**src/rtl/uart_frame_pkg.sv**
```systemverilog
// Shared definitions for the UART frame loader: parity modes, receiver
// state encoding and the small constant helpers used to size counters.
package uart_frame_pkg;

   localparam int PAR_NONE = 0;
   localparam int PAR_ODD  = 1;
   localparam int PAR_EVEN = 2;

   typedef enum logic [2:0] {
      ST_IDLE,
      ST_START,
      ST_DATA,
      ST_PARITY,
      ST_STOP,
      ST_BREAK
   } rx_state_e;

   // Clocks per oversample tick; never less than one so the divider stays legal.
   function automatic int calc_div(input int clk_rate, input int baud_rate, input int sample_rate);
      int d;
      d = clk_rate / (baud_rate * sample_rate);
      return (d < 1) ? 1 : d;
   endfunction

   // Ceiling log2 with a floor of one bit so every counter has a real width.
   function automatic int clog2(input int v);
      int r;
      r = 0;
      for (int i = 0; i < 31; i++) begin
         if ((1 << i) < v) r = i + 1;
      end
      return (r < 1) ? 1 : r;
   endfunction

endpackage

```
**src/rtl/uart_oversample_tick.sv**
```systemverilog
// Free-running divider that emits a one-clock tick every DIV clocks.
module uart_oversample_tick
   import uart_frame_pkg::*;
#(
   parameter int DIV = 10
) (
   input  logic clk,
   input  logic rst,
   output logic tick
);

   localparam int CW = clog2(DIV);
   localparam logic [CW-1:0] LAST = CW'(DIV - 1);

   logic [CW-1:0] cnt_q;
   logic [CW-1:0] cnt_d;

   assign tick = (cnt_q == LAST);

   // Count up and wrap to zero on the tick cycle.
   always_comb begin
      cnt_d = tick ? '0 : cnt_q + 1'b1;
   end

   // Divider register, cleared by the active-low reset.
   always_ff @(posedge clk) begin
      if (!rst) cnt_q <= '0;
      else      cnt_q <= cnt_d;
   end

endmodule

```
**src/rtl/uart_frame_loader.sv**
```systemverilog
// Oversampling UART receiver with majority voting that writes accepted
// bytes into image memory in raster order and flags frame completion.
module uart_frame_loader
   import uart_frame_pkg::*;
#(
   parameter int CLK_RATE    = 9600000,
   parameter int BAUD_RATE   = 9600,
   parameter int SAMPLE_RATE = 16,
   parameter int DATA_BITS   = 8,
   parameter int PARITY      = 0,
   parameter int IMG_W       = 50,
   parameter int IMG_H       = 50,
   parameter int ADDR_W      = 14
) (
   input  logic                       clk,
   input  logic                       rst,
   input  logic                       RsRx,
   input  logic                       clear,
   output logic                       mem_we,
   output logic [ADDR_W-1:0]          mem_addr,
   output logic [DATA_BITS-1:0]       mem_data,
   output logic [clog2(IMG_H)-1:0]    row,
   output logic [clog2(IMG_W)-1:0]    col,
   output logic                       frame_done,
   output logic                       err_frame,
   output logic                       err_parity,
   output logic [7:0]                 err_count
);

   localparam int DIV = calc_div(CLK_RATE, BAUD_RATE, SAMPLE_RATE);
   localparam int TW  = clog2(SAMPLE_RATE);
   localparam int RW  = clog2(IMG_H);
   localparam int CLW = clog2(IMG_W);

   localparam logic [TW-1:0]     T_SAMP0   = TW'(SAMPLE_RATE / 2 - 1);
   localparam logic [TW-1:0]     T_SAMP1   = TW'(SAMPLE_RATE / 2);
   localparam logic [TW-1:0]     T_VOTE    = TW'(SAMPLE_RATE / 2 + 1);
   localparam logic [TW-1:0]     T_LAST    = TW'(SAMPLE_RATE - 1);
   localparam logic [3:0]        BITS_LAST = 4'(DATA_BITS - 1);
   localparam logic [ADDR_W-1:0] LAST_ADDR = ADDR_W'(IMG_W * IMG_H - 1);
   localparam logic [CLW-1:0]    LAST_COL  = CLW'(IMG_W - 1);

   logic tick;
   logic rx_meta_q, rx_sync_q;

   rx_state_e            state_q, state_d;
   logic [TW-1:0]        tcnt_q, tcnt_d;
   logic [3:0]           bit_idx_q, bit_idx_d;
   logic [DATA_BITS-1:0] shift_q, shift_d;
   logic [1:0]           samp_q, samp_d;
   logic                 par_ok_q, par_ok_d;

   logic voted, exp_par, on_vote, bit_end;
   logic accept, bad_frame, bad_parity;

   logic                 mem_we_q, mem_we_d;
   logic [ADDR_W-1:0]    mem_addr_q, mem_addr_d;
   logic [DATA_BITS-1:0] mem_data_q, mem_data_d;
   logic [ADDR_W-1:0]    index_q, index_d;
   logic [RW-1:0]        row_q, row_d;
   logic [CLW-1:0]       col_q, col_d;
   logic                 frame_done_q, frame_done_d;
   logic                 err_frame_q, err_frame_d;
   logic                 err_parity_q, err_parity_d;
   logic [7:0]           err_count_q, err_count_d;

   uart_oversample_tick #(.DIV(DIV)) u_tick (
      .clk  (clk),
      .rst  (rst),
      .tick (tick)
   );

   assign voted   = (samp_q[0] & samp_q[1]) | (samp_q[0] & rx_sync_q) | (samp_q[1] & rx_sync_q);
   assign exp_par = (PARITY == PAR_EVEN) ? ^shift_q : ~^shift_q;
   assign on_vote = tick && (tcnt_q == T_VOTE);
   assign bit_end = tick && (tcnt_q == T_LAST);

   // Two-flop synchroniser on the asynchronous line, idling high out of reset.
   always_ff @(posedge clk) begin
      if (!rst) begin
         rx_meta_q <= 1'b1;
         rx_sync_q <= 1'b1;
      end else begin
         rx_meta_q <= RsRx;
         rx_sync_q <= rx_meta_q;
      end
   end

   // Receiver next state: bit timing, sample capture, voting and frame outcome.
   always_comb begin
      state_d    = state_q;
      tcnt_d     = tcnt_q;
      bit_idx_d  = bit_idx_q;
      shift_d    = shift_q;
      samp_d     = samp_q;
      par_ok_d   = par_ok_q;
      accept     = 1'b0;
      bad_frame  = 1'b0;
      bad_parity = 1'b0;

      if (tick && (tcnt_q == T_SAMP0)) samp_d[0] = rx_sync_q;
      if (tick && (tcnt_q == T_SAMP1)) samp_d[1] = rx_sync_q;
      if (tick) tcnt_d = bit_end ? '0 : tcnt_q + 1'b1;

      case (state_q)
         ST_IDLE: begin
            if (tick && !rx_sync_q) begin
               state_d   = ST_START;
               tcnt_d    = TW'(1);
               bit_idx_d = '0;
               par_ok_d  = 1'b1;
            end
         end
         ST_START: begin
            if (on_vote && voted) state_d = ST_IDLE;
            else if (bit_end)     state_d = ST_DATA;
         end
         ST_DATA: begin
            if (on_vote) shift_d = {voted, shift_q[DATA_BITS-1:1]};
            if (bit_end) begin
               if (bit_idx_q == BITS_LAST) state_d = (PARITY != PAR_NONE) ? ST_PARITY : ST_STOP;
               else                        bit_idx_d = bit_idx_q + 1'b1;
            end
         end
         ST_PARITY: begin
            if (on_vote) par_ok_d = (voted == exp_par);
            if (bit_end) state_d = ST_STOP;
         end
         ST_STOP: begin
            if (on_vote) begin
               if (!voted) begin
                  bad_frame = 1'b1;
                  state_d   = ST_BREAK;
               end else if (!par_ok_q) begin
                  bad_parity = 1'b1;
                  state_d    = ST_IDLE;
               end else begin
                  accept  = 1'b1;
                  state_d = ST_IDLE;
               end
            end
         end
         ST_BREAK: begin
            if (tick && rx_sync_q) state_d = ST_IDLE;
         end
         default: state_d = ST_IDLE;
      endcase
   end

   // Collector next state: raster addressing, completion, clear and error counting.
   always_comb begin
      mem_we_d     = 1'b0;
      mem_addr_d   = mem_addr_q;
      mem_data_d   = mem_data_q;
      index_d      = index_q;
      row_d        = row_q;
      col_d        = col_q;
      frame_done_d = frame_done_q;
      err_frame_d  = bad_frame;
      err_parity_d = bad_parity;
      err_count_d  = err_count_q;

      if ((bad_frame || bad_parity) && (err_count_q != 8'hFF)) err_count_d = err_count_q + 1'b1;

      if (clear) begin
         index_d      = '0;
         row_d        = '0;
         col_d        = '0;
         frame_done_d = 1'b0;
         err_count_d  = '0;
      end else if (accept && !frame_done_q) begin
         mem_we_d   = 1'b1;
         mem_addr_d = index_q;
         mem_data_d = shift_q;
         if (index_q == LAST_ADDR) begin
            frame_done_d = 1'b1;
            index_d      = '0;
            row_d        = '0;
            col_d        = '0;
         end else begin
            index_d = index_q + 1'b1;
            if (col_q == LAST_COL) begin
               col_d = '0;
               row_d = row_q + 1'b1;
            end else begin
               col_d = col_q + 1'b1;
            end
         end
      end
   end

   // State and output registers, all cleared by the active-low reset.
   always_ff @(posedge clk) begin
      if (!rst) begin
         state_q      <= ST_IDLE;
         tcnt_q       <= '0;
         bit_idx_q    <= '0;
         shift_q      <= '0;
         samp_q       <= '0;
         par_ok_q     <= 1'b1;
         mem_we_q     <= 1'b0;
         mem_addr_q   <= '0;
         mem_data_q   <= '0;
         index_q      <= '0;
         row_q        <= '0;
         col_q        <= '0;
         frame_done_q <= 1'b0;
         err_frame_q  <= 1'b0;
         err_parity_q <= 1'b0;
         err_count_q  <= '0;
      end else begin
         state_q      <= state_d;
         tcnt_q       <= tcnt_d;
         bit_idx_q    <= bit_idx_d;
         shift_q      <= shift_d;
         samp_q       <= samp_d;
         par_ok_q     <= par_ok_d;
         mem_we_q     <= mem_we_d;
         mem_addr_q   <= mem_addr_d;
         mem_data_q   <= mem_data_d;
         index_q      <= index_d;
         row_q        <= row_d;
         col_q        <= col_d;
         frame_done_q <= frame_done_d;
         err_frame_q  <= err_frame_d;
         err_parity_q <= err_parity_d;
         err_count_q  <= err_count_d;
      end
   end

   assign mem_we     = mem_we_q;
   assign mem_addr   = mem_addr_q;
   assign mem_data   = mem_data_q;
   assign row        = row_q;
   assign col        = col_q;
   assign frame_done = frame_done_q;
   assign err_frame  = err_frame_q;
   assign err_parity = err_parity_q;
   assign err_count  = err_count_q;

endmodule

```
**config.mk**
```make
export PLATFORM = sky130hd
export DESIGN_NAME = uart_frame_loader
export DESIGN_NICKNAME = d
export VERILOG_FILES = /design/src/rtl/uart_frame_pkg.sv /design/src/rtl/uart_oversample_tick.sv /design/src/rtl/uart_frame_loader.sv
export SDC_FILE = /design/constraint.sdc
export NUM_CORES = 1
export LEC_CHECK = 0
export ABC_AREA = 1
export CAP_MARGIN = 20
export CORE_MARGIN = 4
export CORE_UTILIZATION = 56
export CTS_CLUSTER_SIZE = 30
export DETAILED_ROUTE_END_ITERATION = 16
export GPL_ROUTABILITY_DRIVEN = 0
export PLACE_DENSITY = 0.8
export SETUP_SLACK_MARGIN = 0.2
export SYNTH_ARGS = -nofsm -noshare
export SYNTH_HDL_FRONTEND = slang
export SYNTH_SLANG_ARGS = --single-unit
```
**constraint.sdc**
```tcl
create_clock -name clk -period 2.15 [get_ports clk]
set_input_delay 0.5375 -clock clk [delete_from_list [all_inputs] [get_ports clk]]
set_output_delay 0.5375 -clock clk [all_outputs]
set_load 0.005 [all_outputs]
```
; Word-level counts from Yosys, hierarchy flattened
; Cells that the tools add are included.
[word_totals]
ff_bits = 90
output_inout_bits = 46
[op_classes]
addsub = 7
n_eq_ne = 24
n_mux = 38
n_bitwise = 7
n_reduce_logical = 26
[ops]
columns = operator, n
row1 = two-way mux 4 bit, 7
row2 = two-way mux 3 bit, 9
row3 = two-way mux 6 bit, 4
row4 = "adder 6 x 1 -> 6 bit, second input constant", 3
row5 = case mux 3 bit (6 select lines), 1
row6 = "!= test 2 bit, second input constant", 8
row7 = "adder 14 x 1 -> 14 bit, second input constant", 1
row8 = "== test 14 x 12 -> 1 bit, second input constant", 1
row9 = two-way mux 1 bit, 14
row10 = two-way mux 14 bit, 1
row11 = "== test 4 bit, second input constant", 3
row12 = "== test 6 bit, second input constant", 2
row13 = logical AND 1 bit, 9
row14 = "adder 4 x 1 -> 4 bit, second input constant", 2
row15 = "adder 8 x 1 -> 8 bit, second input constant", 1
row16 = "== test 4 x 3 -> 1 bit, second input constant", 2
row17 = "!= test 8 bit, second input constant", 1
row18 = case mux 4 bit (2 select lines), 1
row19 = AND reduction 2 bit, 4
row20 = XNOR reduction 8 bit, 1
row21 = AND reduction 7 bit, 1
row22 = "== test 3 x 2 -> 1 bit, second input constant", 2
row23 = "== test 3 bit, second input constant", 2
row24 = nonzero test 2 bit, 3
row25 = 13 further kinds, 19

; Logic depth before layout (Yosys ltp)
[depth]
ltp_word = 8
depth_mapped = 13

; Modules after synthesis
; From an unflattened synthesis, not the netlist that was laid out.
[hier_totals]
cells_unflattened = 657
hier_area_um2 = 4523.1
[by_module_without_submodules]
columns = module, n_inst, cells_each, area_per_inst_um2
row1 = uart_frame_loader, 1, 626, 4249.1
row2 = uart_oversample_tick, 1, 31, 274.0

; Worst setup path after synthesis
; No wires, ideal clock.
[synth_path]
kind = register to register
start = reg u_tick.cnt_q[0]
end = reg index_q[3]
setup_time_ns = 0.119
t_arrival_ns = 1.602
path_slack_ns = 0.429
stages_incl_launch_ff = 12
period_less_slack_ns = 1.721
cell_sequence = dfxtp_1 > ha_1 > nand3_4 > nor2_8 > nand2_4 > nor2_4 > nand2_4 > inv_4 > buf_6 > nand2_1 > nand2_2 > nor3_1
[synth_between]
elab_chain_len = 5
[synth_rtl]
columns = item, line_no
row1 = from (decl), uart_oversample_tick.sv:15  ; logic [CW-1:0] cnt_q;
row2 = from (signal assigned), uart_oversample_tick.sv:28  ; else cnt_q <= cnt_d;
row3 = == test 6 bit, uart_oversample_tick.sv:18  ; assign tick = (cnt_q == LAST);
row4 = logical AND 1 bit, uart_frame_loader.sv:75  ; assign on_vote = tick && (tcnt_q == T_VOTE);
row5 = two-way mux 1 bit, uart_frame_loader.sv:130  ; if (on_vote) begin
row6 = two-way mux 1 bit, uart_frame_loader.sv:105  ; case (state_q)
row7 = logical AND 1 bit, uart_frame_loader.sv:171  ; end else if (accept && !frame_done_q) begin
row8 = to (signal assigned), uart_frame_loader.sv:221  ; index_q <= index_d;
row9 = to (decl), uart_frame_loader.sv:59  ; logic [ADDR_W-1:0] index_q, index_d;
; No other way between the ends.
; A chain may end at the register's enable or synchronous reset.

; Final worst setup path
[layout_path]
start = reg err_count_q[6], in the netlist err_count[6]
end = out err_count[6]
[layout_lines]
columns = item, line_no
row1 = from (decl), uart_frame_loader.sv:65  ; logic [7:0] err_count_q, err_count_d;
row2 = from (signal assigned), uart_frame_loader.sv:227  ; err_count_q <= err_count_d;
row3 = to (decl), uart_frame_loader.sv:27  ; output logic [7:0] err_count
; No word-level cell between the ends.

==> flow_metrics.tcl <==
set metrics [dict create \
    syn-num-nets 640 \
    core_area_mm2 0.00769 \
    crit_path_top_delay_cell "sky130_fd_sc_hd__clkdlybuf4s50_1" \
    drt_first_iter_violations 191 \
    post_synth_most_frequent_cells "sky130_fd_sc_hd__nand2_1 (132), sky130_fd_sc_hd__nor2_1 (98), sky130_fd_sc_hd__dfxtp_1 (90)" \
    number_of_nets_still_failing_antenna_checks_after_routing 0 \
    min-delay-path-class "reg -> reg" \
    cts_max_path_buffers 2 \
    grt_overflow_total 0 \
    met1_length_mm 4.51 \
    worst_ep_arrival_ps 1340 \
    insertedDiodeCount 0 \
    vias 4282 \
    floorplan.io_pins 50 \
    die-area_mm2 0.00937 \
    fillers 622 \
    final_layout_size_suffix_gt1_share_pct 9.86 \
    flow.area_growth_from_synthesis_pct 22.7 \
    clkPwrFrac_pct 39.9 \
    setup_crit_end_kind "output pin" \
    drc 0 \
    timing.final.crit_share_pct 87.2 \
    start_util_pct 57.5 \
    grt_pass1_vias 3914 \
    setup_slack_ps 275 \
    final_max_slew_viol_count 0 \
    die_h_um 96.8 \
    setup-violations-final 0 \
    synth.most_common_cell "sky130_fd_sc_hd__nand2_1" \
    top_layer "met4" \
    critPathRequiredTime_ps 1610 \
    timing.clock.skew_ps 12.4 \
    async_reset_ff_share_pct 0 \
    p_int_mw 2.24 \
    synth_top_area_cell "sky130_fd_sc_hd__dfxtp_1" \
    worstHoldStart "rx_meta_q" \
    power.ir.vdd_worst_mv 0.321 \
    post-route-min-period_ps 1880 \
    relSlewSlack_pct 71.6 \
    synth.ff_latch_count 90 \
    critical_path_start_type "register" \
    critPathMaxStageDelay_ps 540 \
    detailedPlace.worstSlack_ps 135 \
    reg2reg_depth 8 \
    htree_levels 3 \
    synth.lib_cells_used.distinct 34 \
    fin_nets 710 \
    combPwrFrac_pct 2.4 \
    p_seq_share_pct 57.7 \
    routed_via_density 5.34 \
    detailroute.wirelength.met2_mm 5.54 \
    mappedNetlistArea_mm2 0.00442 \
    post-synth-top-area-fraction_pct 40.8 \
    detail_route.wirelength_mm 10.7 \
    grt_max_degree 31 \
    holdBufCountCts 0 \
    holdPathEnd "rx_sync_q" \
    cp_cell_sequence "clkdlybuf4s50_1" \
    synth_flop_cell "sky130_fd_sc_hd__dfxtp_1" \
    post-dp-hpwl_mm 7.73 \
    cellPowerDensity_mw_per_mm2 536 \
    critical_path.n_buffers_inverters 1 \
    power.leakage_nw 2.20 \
    syn-instance-count 625 \
    number_of_warnings_printed_during_yosys_synthesis 0 \
    wire_length_of_the_first_global_routing_pass_mm 17.6 \
    cts_sinks 90 \
    grt_setup_unrepaired "true" \
    worstReg2RegEnd "mem_addr[13]" \
    postPlaceCellArea_mm2 0.00508 \
    max_cap_violations 0 \
    maxClockFrequency_ghz 0.533 \
    outcome "finished clean" \
    total_switching_power_mw 0.669 \
    tns_ps 0 \
    routed-wl-met3_um 473 \
    hold_viol_final 0 \
    synth-edff-count 0 \
    route.detailed.wl_per_inst_um 13.3 \
    total_cts_buffers 9 \
    io_buffers 49 \
    postSynthAreaPerCell_um2 7.07 \
    track_usage_pct 22.4 \
    clock_tree_from_tritoncts "done" \
    num_rows 32 \
    insertion_delay_ps 370 \
    antenna_violations_before_repair 0 \
    worstSetupPathType "reg -> out" \
    min_path_cells 1 \
    clk_transition_reported_paths_ps 90 \
    yosysSeqAreaShare_pct 40.8 \
    drt_pre_antenna_iters 5 \
    worst-path-stages 1 \
    dieWidth_um 96.8 \
    clock-root-buffer "sky130_fd_sc_hd__clkbuf_8" \
    synth_top_cells_by_area "sky130_fd_sc_hd__dfxtp_1 (41%), sky130_fd_sc_hd__nand2_1 (11%), sky130_fd_sc_hd__nor2_1 (8.3%)" \
    swShare_pct 23.0 \
    r2r-start "state_q[1]" \
    rrSetupSlack_ps 320 \
    tightestPinTransition_ps 423 \
    crit_fanout 6 \
    design_area_mm2 0.00542 \
    critical_path.top_delay_family "buffers and inverters" \
]
logic make-up (layout without fill, tap and decap cells):
group                    count (synthesis)  count (layout)  synth area share, %
adder cells (fa/ha/maj)                 11              11                 3.12
AND/OR/NAND/NOR                        334             334                 33.8
buffers and inverters                   80             155                 7.54
AO/OA/AOI/OAI                           89              89                 10.6
flip-flops                              90              90                 40.8
XOR/XNOR                                21              21                 4.16
flip-flops by register name, summed over array words and instances (netlist names), 4 cells and up:
name,cells
col,6
mem_addr,14
index_q,14
tcnt_q,4
u_tick.cnt_q,6
row,6
err_count,8
mem_data,8
bit_idx_q,4
shift_q,8
metrics by stage:
step / cells / total power, mW / hold WS (ps) / utilization [%]
finish: 802 / 2.91 / 419 / 70.5
global route: 802 / 3.00 / 433 / 70.5
CTS: 794 / 2.93 / 419 / 68.7
detailed placement: 778 / 1.78 / 397 / 66.1
global placement: 778 / 1.78 / 399 / 66.1
floorplan: 625 / 1.75 / 393 / -
area by class of cell:
class | instances | area (um^2) | share of cell area [%]
Multi-Input combinational cell | 455 | 2320 | 42.8
Sequential cell | 90 | 1810 | 33.4
Timing Repair Buffer | 72 | 711 | 13.1
Inverter | 67 | 259 | 4.78
Clock buffer | 10 | 128 | 2.35
Tap cell | 102 | 128 | 2.35
Clock inverter | 6 | 65.1 | 1.20
how the worst max path moves through the flow:
stage                         start  slack (ps)      endpoint
global route              tcnt_q[1]         130  mem_addr[13]
CTS                 u_tick.cnt_q[0]         200    index_q[5]
finish                 err_count[6]         270  err_count[6]
floorplan           u_tick.cnt_q[0]         430    index_q[3]
global placement                rst         240    index_q[5]
detailed placement  u_tick.cnt_q[0]         130        row[3]
worst reg2reg max path, cell delays in order (launching register included):
cell and delay (ps):
sky130_fd_sc_hd__dfxtp_1 360, sky130_fd_sc_hd__nor2_1 170, sky130_fd_sc_hd__nand2_1 200, sky130_fd_sc_hd__nor3_2 320, sky130_fd_sc_hd__nand2_8 130, sky130_fd_sc_hd__nor2_8 220, sky130_fd_sc_hd__buf_12 140, sky130_fd_sc_hd__o21ai_0 70
sky130_fd_sc_hd__a21oi_1 140
cells in the final DEF, fill, tap and decap left out, types with 3 or more instances in the layout:
master / n
sky130_fd_sc_hd__or2_2: 4
sky130_fd_sc_hd__nor3_1: 21
sky130_fd_sc_hd__inv_2: 3
sky130_fd_sc_hd__inv_1: 61
sky130_fd_sc_hd__nand3_2: 3
sky130_fd_sc_hd__buf_4: 20
sky130_fd_sc_hd__nor2_1: 97
sky130_fd_sc_hd__clkbuf_8: 9
sky130_fd_sc_hd__xnor2_1: 7
sky130_fd_sc_hd__dfxtp_1: 84
sky130_fd_sc_hd__a21oi_1: 53
sky130_fd_sc_hd__o21ai_1: 3
sky130_fd_sc_hd__clkdlybuf4s50_1: 49
sky130_fd_sc_hd__xor2_1: 14
sky130_fd_sc_hd__o21ai_0: 29
sky130_fd_sc_hd__nand2_1: 131
sky130_fd_sc_hd__ha_1: 10
sky130_fd_sc_hd__nand3_1: 50
sky130_fd_sc_hd__nand4_1: 10
sky130_fd_sc_hd__nand2_2: 4
sky130_fd_sc_hd__dfxtp_2: 5
power by group through the flow:
stage,clock [mW],combinational [mW],sequential (mW)
final,1.16,0.0686,1.68
after global routing,1.25,0.0754,1.68
after CTS,1.18,0.0668,1.68
after detailed placement,0,0.0656,1.72
after global placement,0,0.0626,1.72
after floorplan,0,0.0382,1.72
layer usage:
metal  up-vias  track usage (%)
met1      1988             25.7
met5         -                0
li1       2164                -
met4         0             6.91
met2       114             41.0
met3        16             4.97
repair_timing:
item	in CTS	in global routing
pin swaps	0	4
buffers inserted	0	6
gates cloned	0	2
hold endpoints to repair	0	0
endpoints found under the setup margin	5	51
gates resized for setup	4	13
Power figures use the tool's default switching activity.
